--- src/rtl/multi_tick_gen_pkg.sv ---
// Shared timing constants and helpers for the tick generator and the display scan block.
package multi_tick_gen_pkg;

  localparam int TICK_DEF_DIV = 67108864;

  // Width of a channel index, never less than one bit.
  function automatic int ch_idx_w(input int ch);
    return (ch > 1) ? $clog2(ch) : 1;
  endfunction

endpackage

--- src/rtl/tick_channel.sv ---
// One divider slice: count/div/tick/wave, with a divisor applied only at a wrap or while idle.
// Latency: tick and wave are registered one edge after count==div-1; no backpressure.
module tick_channel #(
  parameter int CW      = 27,
  parameter int DEF_DIV = multi_tick_gen_pkg::TICK_DEF_DIV
) (
  input  logic          clk,
  input  logic          rst,
  input  logic          en,
  input  logic          apply_req,
  input  logic [CW-1:0] apply_div,
  output logic          wrap,
  output logic          idle,
  output logic          tick,
  output logic          wave
);

  logic [CW-1:0] count;
  logic [CW-1:0] div;

  assign idle = (div == '0);
  assign wrap = en && !idle && (count == div - CW'(1));

  always_ff @(posedge clk or negedge rst) begin
    if (!rst) begin
      count <= '0;
      div   <= CW'(DEF_DIV);
      tick  <= 1'b0;
      wave  <= 1'b0;
    end else begin
      if (idle) begin
        count <= '0;
        tick  <= 1'b0;
        wave  <= 1'b0;
      end else if (!en) begin
        tick  <= 1'b0;
      end else if (wrap) begin
        count <= '0;
        tick  <= 1'b1;
        wave  <= ~wave;
      end else begin
        count <= count + CW'(1);
        tick  <= 1'b0;
      end
      // The apply always lands where count restarts at 0, so count stays below the new div.
      if (apply_req) begin
        div <= apply_div;
      end
    end
  end

endmodule

--- src/rtl/multi_tick_gen.sv ---
// Multi-channel clock-enable generator with glitch-free run-time divisor reload.
// Latency: ticks registered; backpressure: load_ready low while one load waits for its channel's wrap.
module multi_tick_gen
  import multi_tick_gen_pkg::*;
#(
  parameter int CH      = 4,
  parameter int CW      = 27,
  parameter int DEF_DIV = TICK_DEF_DIV
) (
  input  logic                      clk,
  input  logic                      rst,
  input  logic                      en,
  input  logic                      load_valid,
  input  logic [ch_idx_w(CH)-1:0]   load_ch,
  input  logic [CW-1:0]             load_div,
  output logic                      load_ready,
  output logic [CH-1:0]             tick,
  output logic [CH-1:0]             wave
);

  localparam int IW = ch_idx_w(CH);

  logic          pend_valid;
  logic [IW-1:0] pend_ch;
  logic [CW-1:0] pend_div;
  logic [CH-1:0] wrap;
  logic [CH-1:0] idle;
  logic [CH-1:0] apply_req;

  assign load_ready = ~pend_valid;

  // An idle channel has no wrap to wait for, so it takes the divisor on the next edge.
  always_comb begin
    apply_req = '0;
    for (int i = 0; i < CH; i++) begin
      apply_req[i] = pend_valid && (pend_ch == IW'(i)) && (wrap[i] || idle[i]);
    end
  end

  always_ff @(posedge clk or negedge rst) begin
    if (!rst) begin
      pend_valid <= 1'b0;
      pend_ch    <= '0;
      pend_div   <= '0;
    end else if (|apply_req) begin
      pend_valid <= 1'b0;
    end else if (load_valid && load_ready && (int'(load_ch) < CH)) begin
      pend_valid <= 1'b1;
      pend_ch    <= load_ch;
      pend_div   <= load_div;
    end
  end

  for (genvar i = 0; i < CH; i++) begin : g_ch
    tick_channel #(
      .CW      (CW),
      .DEF_DIV (DEF_DIV)
    ) u_ch (
      .clk       (clk),
      .rst       (rst),
      .en        (en),
      .apply_req (apply_req[i]),
      .apply_div (pend_div),
      .wrap      (wrap[i]),
      .idle      (idle[i]),
      .tick      (tick[i]),
      .wave      (wave[i])
    );
  end

endmodule

--- config.mk ---
export PLATFORM = sky130hd
export DESIGN_NAME = multi_tick_gen
export DESIGN_NICKNAME = d
export VERILOG_FILES = /design/src/rtl/multi_tick_gen_pkg.sv /design/src/rtl/tick_channel.sv /design/src/rtl/multi_tick_gen.sv
export SDC_FILE = /design/constraint.sdc
export NUM_CORES = 1
export LEC_CHECK = 0
export CAP_MARGIN = 20
export CORE_UTILIZATION = 70
export CTS_BUF_LIST = sky130_fd_sc_hd__clkbuf_4
export DETAILED_ROUTE_END_ITERATION = 10
export GPL_TIMING_DRIVEN = 0
export PLACE_DENSITY_LB_ADDON = 0.08
export SYNTH_ARGS = -nofsm -noshare
export SYNTH_HDL_FRONTEND = slang
export SYNTH_SLANG_ARGS = --single-unit
export TNS_END_PERCENT = 20
--- constraint.sdc ---
create_clock -name clk -period 8.8 [get_ports clk]
set_input_delay 1.32 -clock clk [delete_from_list [all_inputs] [get_ports clk]]
set_output_delay 1.32 -clock clk [all_outputs]
set_load 0.01 [all_outputs]
After elaboration in Yosys (flattened, before gate mapping)
Index checks and enable logic that the tools add are counted.
Widths: inputs -> output; s select.

storage, ports and cells
  output and inout bits = 9
  register bits = 254

cells by class
  bitwise gates (word level) = 6
  reduce and logical (&&, ||, !) cells = 45
  add/sub/neg operators = 8
  equal/unequal tests = 7
  muxes and demuxes = 38

operator list
  operator               number
  $mux 27                12
  $add 27x1->27 const B  4
  $eq 27x27->1           4
  $logic_not 27->1       4
  $sub 27x1->27 const B  4
  $mux 1                 26
  $reduce_bool 2->1      9
  $logic_and 1x1->1      17
  $reduce_and 2->1       5
  $not 1->1              6
  $eq 2x2->1 const B     2
  $logic_not 1->1        4
  $logic_or 1x1->1       4
  $reduce_or 4->1        1
  $eq 2x1->1 const B     1
  $logic_not 2->1        1

Longest topological paths before layout
Gate-level depths: netlist (run 1).

  depth in word-level cells = 9
  gate-level depth with buffers = 14
  mapped depth without buffers = 10

Hierarchy
From an unflattened synthesis (run 1), not the netlist that was laid out.

unflattened totals
  cell total of the unflattened synthesis = 1503
  area, all modules = 15021.9 sq um

by module, submodules not included
  module                           instances  cells each  area each (sq um)
  tick_channel (g_ch[0].u_ch ...)  3          355         3430.8
  tick_channel (g_ch[3].u_ch)      1          365         3513.4
  multi_tick_gen                   1          73          1216.2

Worst setup path before layout (run 1)
OpenSTA, ideal clock, no wires.

  path type = flip-flop to flip-flop
  from = register g_ch[0].u_ch.div[3]
  to = register g_ch[0].u_ch.div[10]
  data required time = 8.673 ns
  buffers on the path = 5
  setup slack = 4.431 ns
  period minus slack after synthesis = 4.369 ns
  cell stages (with the launch flop) = 14
  arrival = 4.242 ns
  library setup time = 0.127 ns
  path through = dfrtp_1 > buf_2 > or4_1 > clkbuf_1 > or4_1 > buf_2 > or4_1 > o31ai_2 > nand4_1 > or4_1 > buf_2 > a2111oi_4 > buf_6 > mux2_1

on the way
  cells in the longest elaborated chain, start to end = 6
  elaborated cells between the ends (all ways) = 8
  classes of those cells = 1 x add/sub; 1 x eq/ne; 6 x reduce/logical

RTL lines
  element                                                RTL line              source
  start: declaration                                     tick_channel.sv:19    logic [CW-1:0] div;
  start signal: assignment                               tick_channel.sv:27    div <= CW'(DEF_DIV);
  start signal: assignment                               tick_channel.sv:47    div <= apply_div;
  branches (longest 4 deep; another with $sub 27x1->27)  -
  $logic_or 1x1->1 *                                     multi_tick_gen.sv:36  apply_req[i] = pend_valid && (pend_ch == IW'(i)) && (wrap[i] || idle[i]);
  $logic_and 1x1->1 *                                    multi_tick_gen.sv:36

Every way passes the cells marked *.
A chain may end at the register's enable or synchronous reset.

Worst setup path in the final report (run 1)
  from = register g_ch[2].u_ch.div[3]
  to = register g_ch[2].u_ch.div[16]

on the way
  cells in the longest elaborated chain, start to end = 6
  elaborated cells between the ends (all ways) = 8
  classes of those cells = 1 x add/sub; 1 x eq/ne; 6 x reduce/logical

RTL lines
  element                                                RTL line
  start: declaration                                     tick_channel.sv:19
  start signal: assignment                               tick_channel.sv:27
  start signal: assignment                               tick_channel.sv:47
  branches (longest 4 deep; another with $sub 27x1->27)  -
  $logic_or 1x1->1 *                                     multi_tick_gen.sv:36
  $logic_and 1x1->1 *                                    multi_tick_gen.sv:36

Marks and branches as above.

==> run summary, run 1 <==
max_slew headroom: 0.306
post-CTS repair timing setup buffer count: 0
worst clock skew on the final layout: 0.0364 ns
number of antenna violations at the first check in global routing: 1
cts repair resizes: 0
mean routed wirelength per cell: 19.7 um
Non-Filler Instances: 2019
Warnings, synthesis: 0
number of vias in the routed layout: 12800
Multi-input gate area: 8350 um^2
total die area: 22300 um^2
category of the worst setup path capture point: register
router iterations before antenna repair: 5
drt total wl: 39800 um
via count of the first global-routing pass: 12300
launching element type of the critical path: register
reported max-cap violation count: 0
routability congestion estimate: 0.977
largest area contributor in the netlist: sky130_fd_sc_hd__dfrtp_1
arrival time at the worst endpoint: 5.59 ns
most common cell after layout, fill and taps aside: sky130_fd_sc_hd__dfrtp_1
total global routing overflow: 0
Core Util, Final: 0.797
core footprint: 21200 um^2
final count of pins violating max slew: 0
hold violation count in the final report: 0
die width: 149 um
number of cell rows: 53
worst-path maximum fanout: 10
critical path required time: 9.35 ns
share of the yosys chip area belonging to registers: 0.419
Synth cell types: 75
net count after synthesis: 1616
number of buffers on the longest clock path: 3
endpoints failing setup: 0
crit path time final: 5.04 ns
Final Cell Area: 16900 um^2
CTS clock-pin slew for the worst setup and hold paths: 0.07 ns
number of nets in the finished design: 1733
Fill cells: 1438
Mean Syn Cell Area: 9.65 um^2
drt initial violations: 908
setup repair after global routing missed its margin: no
top area cells in the synthesized netlist: sky130_fd_sc_hd__dfrtp_1 (41%), sky130_fd_sc_hd__mux2_2 (8.7%), sky130_fd_sc_hd__xnor2_1 (7.4%), sky130_fd_sc_hd__xor2_1 (5.7%), sky130_fd_sc_hd__nor2_1 (4.3%)
Async S/R FF share, synth: 1.00
fraction of post-synthesis cell area in the top cell type by area: 0.412
fin crit share: 0.573
post-route ant nets: 0
outcome: finished, final reports clean
clock tree from TritonCTS: built
count of input and output buffers: 41
Die Span Y: 149 um
CTS Sinks: 254
number of flops mapped to enable cells by yosys: 0
peak supply drop: 132 uV
measured slew at the worst slew-check pin: 1.03 ns
area growth from synthesis to layout: 11.0%
DP Cell Count: 1894
number of hold buffers added after cts: 0
global-route wire length before repair: 63300 um
FF+latch count, synth: 254
Root Buffer Master: sky130_fd_sc_hd__clkbuf_4
CTS H-tree depth: 3
power per cell area: 321 nW/um^2
maximum number of pins on one net before global-route repair: 119
post-synthesis cell area: 15200 um^2
Worst Hold Class: primary input to async pin
overall global routing resource usage: 0.368
Synth Flop Type: sky130_fd_sc_hd__dfrtp_1
Starting Density: 0.718
number of top-level pins: 42
final hold slack: 0.536 ns
total clock buffers created by CTS: 69
Vias per Instance: 6.35
Syn Inst Count: 1575
share of post-route cells with drive strength above 1: 0.151
commonest non-fill, non-tap cells in the layout: sky130_fd_sc_hd__dfrtp_1 (250), sky130_fd_sc_hd__nor2_1 (175), sky130_fd_sc_hd__xnor2_1 (128)
worst-case reg-to-reg path depth: 11
placed inst area: 16000 um^2
leakage power summed over all cells: 0.00735 uW
clock latency on the worst-skew pair: 0.69 ns
Max Clk Rate: 198 MHz
Remaining DRCs: 0
sequential cell area in the final layout: 6360 um^2
critical path class: register to register
DP HPWL: 28500 um
==> worst max-delay path, stage by stage (launching register included) <==
cell and delay [ns]:
sky130_fd_sc_hd__dfrtp_1 0.36, sky130_fd_sc_hd__clkbuf_1 0.20, sky130_fd_sc_hd__or4_1 0.56, sky130_fd_sc_hd__clkbuf_1 0.21
sky130_fd_sc_hd__nor4_1 0.77, sky130_fd_sc_hd__a31o_2 0.28, sky130_fd_sc_hd__a21oi_1 0.06, sky130_fd_sc_hd__a311oi_1 0.45
sky130_fd_sc_hd__o2111ai_1 0.31, sky130_fd_sc_hd__a21oi_1 0.82, sky130_fd_sc_hd__clkbuf_1 0.51, sky130_fd_sc_hd__mux2_2 0.40
==> registers in the layout, indices dropped and copies added, names as in the netlist <==
name             flops
g_ch.u_ch.wave       4
g_ch.u_ch.div      108
g_ch.u_ch.tick       4
g_ch.u_ch.count    108
pend_div            27
pend_valid           1
pend_ch              2
==> routing by layer <==
| layer | vias to the layer above | wire [um] | track usage |
|---|---|---|---|
| met3 | 124 | 2630 | 0.0679 |
| met5 | - | 0 | 0 |
| met4 | 0 | 1540 | 0.164 |
| met1 | 6228 | 17000 | 0.498 |
| met2 | 508 | 18600 | 0.578 |
| li1 | 5961 | - | - |
==> stage by stage <==
stage	setup slack, ns	setup TNS, ns	total power, uW
after floorplan	4.43	0	3620
after CTS	3.81	0	5370
after global placement	-4.12	-1031.01	4220
final	3.76	0	5420
after global routing	3.36	0	5750
after detailed placement	3.60	0	4310
==> area by class of cell <==
type                    count  share of cell area
inverters                  34             0.00757
repair buffers             46              0.0288
clock buffers             102              0.0454
well taps                 275              0.0204
plain buffers              83              0.0214
flip-flops and latches    254               0.377
multi-input cells        1204               0.495
diodes                      1            0.000148
clock inverters            20             0.00452
==> synthesized netlist by cell type, drive strengths merged, types with 7 or more instances <==
master,instances
nand2b,18
a211oi,10
ha,8
a21oi,36
nor4,57
o21ai,28
nor2,175
dfrtp,250
buf,20
nor3b,7
xor2,99
clkbuf,63
o22ai,9
xnor2,128
and2,8
nand3,55
and4,16
inv,33
mux2,137
nand4,48
mux2i,9
nand2,99
nand3b,11
or4,23
nor3,54
and3,32
a31oi,11
or3,17
==> report_power, final <==
group | leakage [uW] | internal [uW] | switching [uW]
logic | 0.00347 | 1050 | 1340
clock network | 0.000516 | 531 | 504
registers | 0.00336 | 1470 | 526
==> cell families (layout without fill, tap and decap cells) <==
| group | count (synthesis) | in the layout | synth area share |
|---|---|---|---|
| and+or+nand+nor | 653 | 653 | 0.225 |
| DFF | 254 | 254 | 0.419 |
| xor gates and xnor gates | 227 | 227 | 0.131 |
| AOI/OAI and AO/OA | 170 | 170 | 0.0792 |
| muxes | 146 | 146 | 0.107 |
| buffers and inverters | 117 | 285 | 0.0321 |
| adders and majority gates | 8 | 8 | 0.00659 |
| other | 0 | 1 | 0 |
==> path summary, 6_finish.rpt <==
path                                           to  slack (ns)            startpoint
min in group clk             g_ch[0].u_ch.div[23]        0.54  g_ch[0].u_ch.div[23]
setup reg to reg             g_ch[2].u_ch.div[16]        3.76   g_ch[2].u_ch.div[3]
hold reg to reg              g_ch[0].u_ch.div[23]        0.54  g_ch[0].u_ch.div[23]
max in group asynchronous  g_ch[3].u_ch.count[19]        7.32                   rst
hold / removal              g_ch[0].u_ch.count[8]        0.54                   rst
setup / recovery             g_ch[2].u_ch.div[16]        3.76   g_ch[2].u_ch.div[3]
Power figures use the tool's default switching activity.
==> inputs of run 2 (changes only) <==
Settings changed: CORE_UTILIZATION 70 to 65.
Clock period 8.8 ns to 4.66 ns, I/O delays scaled along.
==> run summary, run 2 (same netlist as run 1, synthesis figures left out) <==
crit path time final: 4.43 ns
most common cell after layout, fill and taps aside: sky130_fd_sc_hd__dfrtp_1
number of nets in the finished design: 1734
share of post-route cells with drive strength above 1: 0.157
total clock buffers created by CTS: 68
measured slew at the worst slew-check pin: 1.02 ns
number of top-level pins: 42
Multi-input gate area: 8400 um^2
total die area: 24000 um^2
Starting Density: 0.667
overall global routing resource usage: 0.346
critical path class: register to register
crit-path most repeated cell: sky130_fd_sc_hd__or4_1
top flop regs: g_ch.u_ch.count x108, g_ch.u_ch.div x108, pend_div x27
Max Clk Rate: 226 MHz
worst-path maximum fanout: 8
power per cell area: 607 nW/um^2
Worst Hold Class: register to register
launching element type of the critical path: register
Remaining DRCs: 0
Logic pwr share: 0.440
clock tree from TritonCTS: built
number of cell rows: 55
DP Cell Count: 1932
library cell contributing the largest single delay on the critical path: sky130_fd_sc_hd__or4_1
peak supply drop: 309 uV
final worst-path setup slack: 0.234 ns
switching fraction of total power: 0.432
clock latency on the worst-skew pair: 0.67 ns
reported max-cap violation count: 0
number of buffers on the longest clock path: 3
slowest stage delay, CP: 0.51 ns
global-route wire length before repair: 64500 um
leakage power summed over all cells: 0.00738 uW
router iterations before antenna repair: 5
count of input and output buffers: 41
hold violation count in the final report: 0
core footprint: 22800 um^2
Internal: 5870 uW
category of the worst setup path capture point: register
CTS H-tree depth: 3
sequential cell area in the final layout: 6360 um^2
fin crit share: 0.950
post-route ant nets: 0
max_slew headroom: 0.313
Root Buffer Master: sky130_fd_sc_hd__clkbuf_4
DP HPWL: 28600 um
total global routing overflow: 0
commonest non-fill, non-tap cells in the layout: sky130_fd_sc_hd__dfrtp_1 (250), sky130_fd_sc_hd__nor2_1 (175), sky130_fd_sc_hd__xnor2_1 (128)
Non-Filler Instances: 2054
number of vias in the routed layout: 12500
maximum number of pins on one net before global-route repair: 93
dpl ws: -0.217 ns
switching power: 4470 uW
outcome: finished, final reports clean
CTS Sinks: 254
drt total wl: 39800 um
arrival time at the worst endpoint: 4.96 ns
Sequential Power Share: 0.365
drt initial violations: 899
worst path cell trace: buf_2 > or4_1 > clkbuf_2 > or4_1 > buf_2 > or4_1 > o31ai_4 > nand4_1 > or4_1 > buf_2 > a2111oi_4 > buf_4 > mux2_2
setup repair after global routing missed its margin: yes
Die Span Y: 155 um
worst clock skew on the final layout: 0.0331 ns
mean routed wirelength per cell: 19.4 um
area growth from synthesis to layout: 12.0%
routability congestion estimate: 0.946
die width: 155 um
endpoints failing setup: 0
number of antenna violations at the first check in global routing: 2
clock power share: 0.194
CTS clock-pin slew for the worst setup and hold paths: 0.06 ns
critical path required time: 5.20 ns
via count of the first global-routing pass: 12300
Fill cells: 1685
Vias per Instance: 6.10
final count of pins violating max slew: 0
[run 2: worst max-delay path: cells and delay by family (launching register included)]
family / cells / cell delay, ns
AO/OA/AOI/OAI: 2 / 0.69
buffers and inverters: 5 / 0.96
flip-flops: 1 / 0.35
multiplexers: 1 / 0.34
AND/OR/NAND/NOR: 5 / 1.95
[run 2: power by group through the flow]
| stage | Sequential (uW) | Clock [uW] | Combinational, uW |
|---|---|---|---|
| finish | 3780 | 2010 | 4550 |
| global route | 3840 | 2160 | 5020 |
| CTS | 3740 | 2050 | 4440 |
| detailed placement | 3780 | 0 | 4400 |
| global placement | 3750 | 0 | 4270 |
| floorplan | 3320 | 0 | 3510 |
[run 2: timing repair]
action | 4_1_cts | 5_1_grt
setup endpoints to repair | 65 | 86
hold endpoints to repair | 12 | 0
gates cloned | 0 | 0
resized for setup | 3 | 13
hold buffers | 1 | 0
buffers inserted | 2 | 0
pin swaps | 1 | 1
[run 2: cell type report]
cell class / instances / share of cell area
sequential: 254 / 0.374
inverter: 34 / 0.00750
timing repair buffer: 48 / 0.0297
antenna: 2 / 0.000294
tap: 313 / 0.0230
multi-input combinational: 1204 / 0.494
buffer: 83 / 0.0214
clock buffer: 99 / 0.0437
clock inverter: 17 / 0.00706
[run 2: metrics by stage]
step                power, uW  setup TNS, ns   util  area (um^2)  hold WS, ns
finish                  10300              0  0.747        17000        0.544
global route            11000         -0.201  0.747        17000        0.555
CTS                     10200              0  0.745        17000        0.540
detailed placement       8180          -7.63  0.705        16100        0.526
global placement         8020       -1936.86  0.702        16000        0.516
floorplan                6830              0      -        15200        0.403
[run 2: path summary, 6_finish.rpt]
check / from / endpoint / slack (ns) / depth (start not counted)
max in group asynchronous: rst / g_ch[3].u_ch.count[15] / 2.77 / 4
worst max-delay path: g_ch[0].u_ch.div[3] / g_ch[0].u_ch.div[0] / 0.23 / 13
worst max register to register: g_ch[0].u_ch.div[3] / g_ch[0].u_ch.div[0] / 0.23 / 13
worst min-delay path: g_ch[0].u_ch.div[25] / g_ch[0].u_ch.div[25] / 0.54 / 1
min in group asynchronous: rst / g_ch[0].u_ch.count[5] / 0.60 / 2
worst min register to register: g_ch[0].u_ch.div[25] / g_ch[0].u_ch.div[25] / 0.54 / 1
[run 2: layer usage]
metal,part of all wire,track usage,up-vias
met4,0.038,0.151,0
met3,0.060,0.0596,95
li1,-,-,5942
met2,0.47,0.559,433
met5,0,0,-
met1,0.44,0.460,6055
==> patch 1, RTL diff (config.mk and constraints of run 2) <==
Set the parameter `CH` to 5 (it was 4).
--- a/src/rtl/multi_tick_gen.sv
+++ b/src/rtl/multi_tick_gen.sv
@@ -5,3 +5,3 @@
 #(
-  parameter int CH      = 4,
+  parameter int CH      = 5,
   parameter int CW      = 27,
Interface: changed (resized load_ch, tick and wave); port bits go from 42 to 45. No check against the original RTL was run, so the function may have changed too.
==> patch 1 against run 2 <==
Count of clock-buffer cells in the layout increased by 23. Final cell count increased by 20%. Routed wire length increased by 23%. Utilization decreased by 0.46 points. Cell area increased by 22%. Sequential cell count increased by 57. Critical path depth decreased by 1. Area after synthesis increased by 22%. Non-clock buffer count decreased by 1. Total power increased by 11%. Sequential power increased by 17%. Worst setup slack got worse by 160 ps.
==> patch 1: results (changes against run 2) <==
Clock Latency Late Sink=730 ps (was 670 ps); Data buffer area share=4.33% (was 5.11%); Placed Cells=2,320 (was 1,932); Synth cell types=84 (was 75); first-iteration detailed-routing DRC count=1,445 (was 899); fillers=2,109 (was 1,685); initial antenna violation count=5 (was 2); setup slack, reg-to-reg=80 ps (was 230 ps); # clk buffers=122 (was 99); r2r endpoint=g_ch[1].u_ch.div[10]$_DFFE_PN0P_ (was g_ch[0].u_ch.div[0]$_DFFE_PN0P_); Sequential Area=7790 sq um (was 6360 sq um); met1 WL=21,800 microns (was 17,400 microns); fraction of area in multi-input gates=49.9% (was 49.4%); CP peak stage delay=580 ps (was 510 ps); count of non-CTS inverters in the layout=42 (was 34); Cell Area, Placed=19,600 sq um (was 16,100 sq um); Slew HR=22.2% (was 31.3%); Clock power frac=21.8% (was 19.4%); Non-Clock Buffer Count=130 (was 131); Cell Pwr Density=553 nW/um^2 (was 607 nW/um^2); commonest cells in the synthesized netlist=dfrtp_1 (306), nor2_1 (232), xnor2_1 (156) (was dfrtp_1 (250), nor2_1 (175), xnor2_1 (128)); syn nets=1,940 (was 1,616); Multi-In Gates=1,461 (was 1,204); port buffer count=44 (was 41); leakage power figure=9.24 nW (was 7.38 nW); critical path fanouts, max=10 (was 8); TritonCTS buffer count=81 (was 68); hold_ws=76.3 ps (was 544 ps); routability cong.=0.960 (was 0.946); Nets=2,072 (was 1,734); Setup WS pre-CTS=-602 ps (was -217 ps); metal2 WL=21,600 microns (was 18,500 microns); Post-Route Skew=35.4 ps (was 33.1 ps); status=finished clean (unchanged); highest metal used=met5 (was met4); Tightest Hold Check Type=input pin to asynchronous set/reset pin (was flop to flop); Clock-cell share=5.17% (was 5.07%); Pre-antenna DRT Iters=6 (was 5); first-pass GRT wire length=78,000 microns (was 64,500 microns); r2r worst-path depth=12 (was 13); Cell Count, Final, Fillers Out=2,463 (was 2,054); largest cells by area after synthesis=dfrtp_1 (41%), xnor2_1 (7.4%), mux2_2 (6.4%) (was dfrtp_1 (41%), mux2_2 (8.7%), xnor2_1 (7.4%)); layout cells sized above 1=16.0% (was 15.7%); met3 wire length=3470 microns (was 2370 microns); sequential element share of the synthesized area=41.9% (about the same); Vias/cell=6.17 (was 6.10); vias in the first global route=14,774 (was 12,328); CTS Sinks=311 (was 254)
[patch 1: cell count changes after synthesis, moves of 19 or more]
cell,delta
mux2_4,+19
mux2_1,+21
xnor2_1,+28
nor2_1,+57
xor2_1,+31
dfrtp_1,+56
[patch 1: cells by family after synthesis]
| family | synth area share (%) |
|---|---|
| AO/OA/AOI/OAI | 6.97 |
| XOR/XNOR | 13.6 |
| adder cells (fa/ha/maj) | 0.741 |
| buffers and inverters | 2.91 |
| flip-flops | 41.9 |
| multiplexers | 11.0 |
| AND/OR/NAND/NOR | 22.9 |
[patch 1: worst max path at each step]
stage                     cells past startpoint                        startpoint                           endpoint  slack (ps)
after floorplan                              10  g_ch[1].u_ch.div[10]$_DFFE_PN0P_   g_ch[1].u_ch.div[10]$_DFFE_PN0P_         650
after detailed placement                     11                                en   g_ch[4].u_ch.div[10]$_DFFE_PN0P_        -600
final                                        12   g_ch[1].u_ch.div[0]$_DFFE_PN0P_   g_ch[1].u_ch.div[10]$_DFFE_PN0P_          80
after global routing                         12   g_ch[1].u_ch.div[0]$_DFFE_PN0P_   g_ch[1].u_ch.div[15]$_DFFE_PN0P_         -70
after global placement                        1                               rst  g_ch[3].u_ch.count[6]$_DFFE_PN0N_      -10150
after CTS                                    13   g_ch[4].u_ch.div[0]$_DFFE_PN0P_    g_ch[4].u_ch.div[9]$_DFFE_PN0P_          60
[patch 1: routing by layer]
metal  up-vias  global-route usage, %
met5         -                      0
met4         4                   16.1
met3       135                   6.85
met2       518                   52.5
met1      7488                   47.8
li1       7047                      -
[patch 1: critical path, delay by kind of cell, from the launching register on]
family          cells  cell delay [ps]
compound gates      2              670
flops               1              440
simple gates        6             2490
buf+inv             2              350
fa+ha+maj           1              190
mux                 1              300
==> patch 2, RTL diff (settings of run 2) <==
Without the edit above. Register the input `load_div` before use, cleared by the reset. The logic sees it one clock later. The other inputs are not delayed to match.
--- a/src/rtl/multi_tick_gen.sv
+++ b/src/rtl/multi_tick_gen.sv
@@ -21,2 +21,12 @@
   localparam int IW = ch_idx_w(CH);
+
+  logic [CW-1:0] load_div_q;
+
+  always_ff @(posedge clk or negedge rst) begin
+    if (!rst) begin
+      load_div_q <= '0;
+    end else begin
+      load_div_q <= load_div;
+    end
+  end
 
@@ -49,3 +59,3 @@
       pend_ch    <= load_ch;
-      pend_div   <= load_div;
+      pend_div   <= load_div_q;
     end
Check against the original RTL: no difference found for any inputs over 10 cycles, from zero or initial values and one cycle with rst low; that may be too few to reach the edited logic, so the function may still have changed.
==> patch 2 against run 2 <==
Critical path type unchanged. Global-route usage decreased by 1.3 points. Critical endpoint is now g_ch[0].u_ch.div[20]$_DFFE_PN0P_. First-iteration DRC count increased by 12%. Area after synthesis increased by 6.4%. Cell area increased by 6.4%. Via count increased by 3.8%. Worst setup slack got worse by 120 ps. Routed wire length increased by 3.3%. Sequential power increased by 10%. Clock power increased by 12%. Sequential cell count increased by 27. Count of clock-buffer cells in the layout increased by 11. Total power increased by 14%.
==> patch 2: results (changes against run 2) <==
Setup WS pre-CTS=-329 ps (was -217 ps); slowest cell on the critical path=or4_4 (was or4_1); Tot Pwr=0.0118 W (was 0.0103 W); Avg Synthesized Cell Area=9.99 sq um (was 9.65 sq um); sequential element share of the synthesized area=43.5% (was 41.9%); post-DP HPWL=29,200 microns (was 28,600 microns); Endpoint, Worst Hold=load_div_q[10]$_DFF_PN0_ (was g_ch[0].u_ch.div[25]$_DFFE_PN0P_); fmax=220 MHz (was 226 MHz); GR Util met1=45.5% (was 46.0%); status=finished clean (unchanged); maximum VDD drop=0.410 mV (was 0.309 mV); Worst-Margin Slew=915 ps (was 1020 ps); routability cong.=0.923 (was 0.946); Nets=1,782 (was 1,734); first-pass GRT wire length=67,000 microns (was 64,500 microns); Synth cell types=83 (was 75); initial antenna violation count=1 (was 2); end point of the critical path=g_ch[0].u_ch.div[20]$_DFFE_PN0P_ (was g_ch[0].u_ch.div[0]$_DFFE_PN0P_); mux contribution to synthesized area=10.6% (was 10.7%); WL per Instance=19.4 microns (about the same); Placed Cells=1,987 (was 1,932); Tightest Hold Check Type=input pin to flop (was flop to flop); fillers=1,837 (was 1,685); commonest cells in the synthesized netlist=dfrtp_1 (277), nor2_1 (200), xnor2_1 (113) (was dfrtp_1 (250), nor2_1 (175), xnor2_1 (128)); metal2 WL=19,100 microns (was 18,500 microns); hold path start=load_div[10] (was g_ch[0].u_ch.div[25]$_DFFE_PN0P_); Regs by FF count=g_ch.u_ch.count: 108 flops, g_ch.u_ch.div: 108 flops (was g_ch.u_ch.count: 108 flops, g_ch.u_ch.div: 108 flops, pend_div: 27 flops); Synth Area in Compound Gates=7.71% (was 7.92%); Post-Route Skew=39.9 ps (was 33.1 ps); WP data arrival=5090 ps (was 4960 ps); pin count of the biggest net entering global routing=124 (was 93); clock group total power=0.00226 W (was 0.00201 W); Clock Latency Late Sink=690 ps (was 670 ps); P_int=0.00665 W (was 0.00587 W); leakage power figure=8.04 nW (was 7.38 nW); xor/xnor share of the synthesized area=12.2% (was 13.1%); Comb pwr share=45.4% (was 44.0%)
[patch 2: cell count changes after synthesis, moves of 15 or more]
cell | before | now
dfrtp_1 | 250 | 277
mux2_2 | 117 | 93
mux2_4 | 0 | 19
nand2_1 | 99 | 81
nor2_1 | 175 | 200
xnor2_1 | 128 | 113
[patch 2: what timing repair did]
| action | in CTS | in global routing |
|---|---|---|
| resized for setup | 2 | 12 |
| endpoints found under the hold margin | 46 | 0 |
| setup buffers | 0 | 0 |
| hold buffers | 1 | 0 |
| endpoints found under the setup margin | 2 | 78 |
[patch 2: area by class of cell]
cell class                      instances  area, sq um  area share, %
Antenna cell                            1         2.50         0.0138
Buffer                                 86          417           2.30
Tap cell                              324          405           2.24
Sequential cell                       281         7040           38.9
Clock inverter                         21          158          0.871
Clock buffer                          110          826           4.56
Inverter                               33          124          0.684
Multi-Input combinational cell       1218         8640           47.7
Timing Repair Buffer                   47          495           2.74
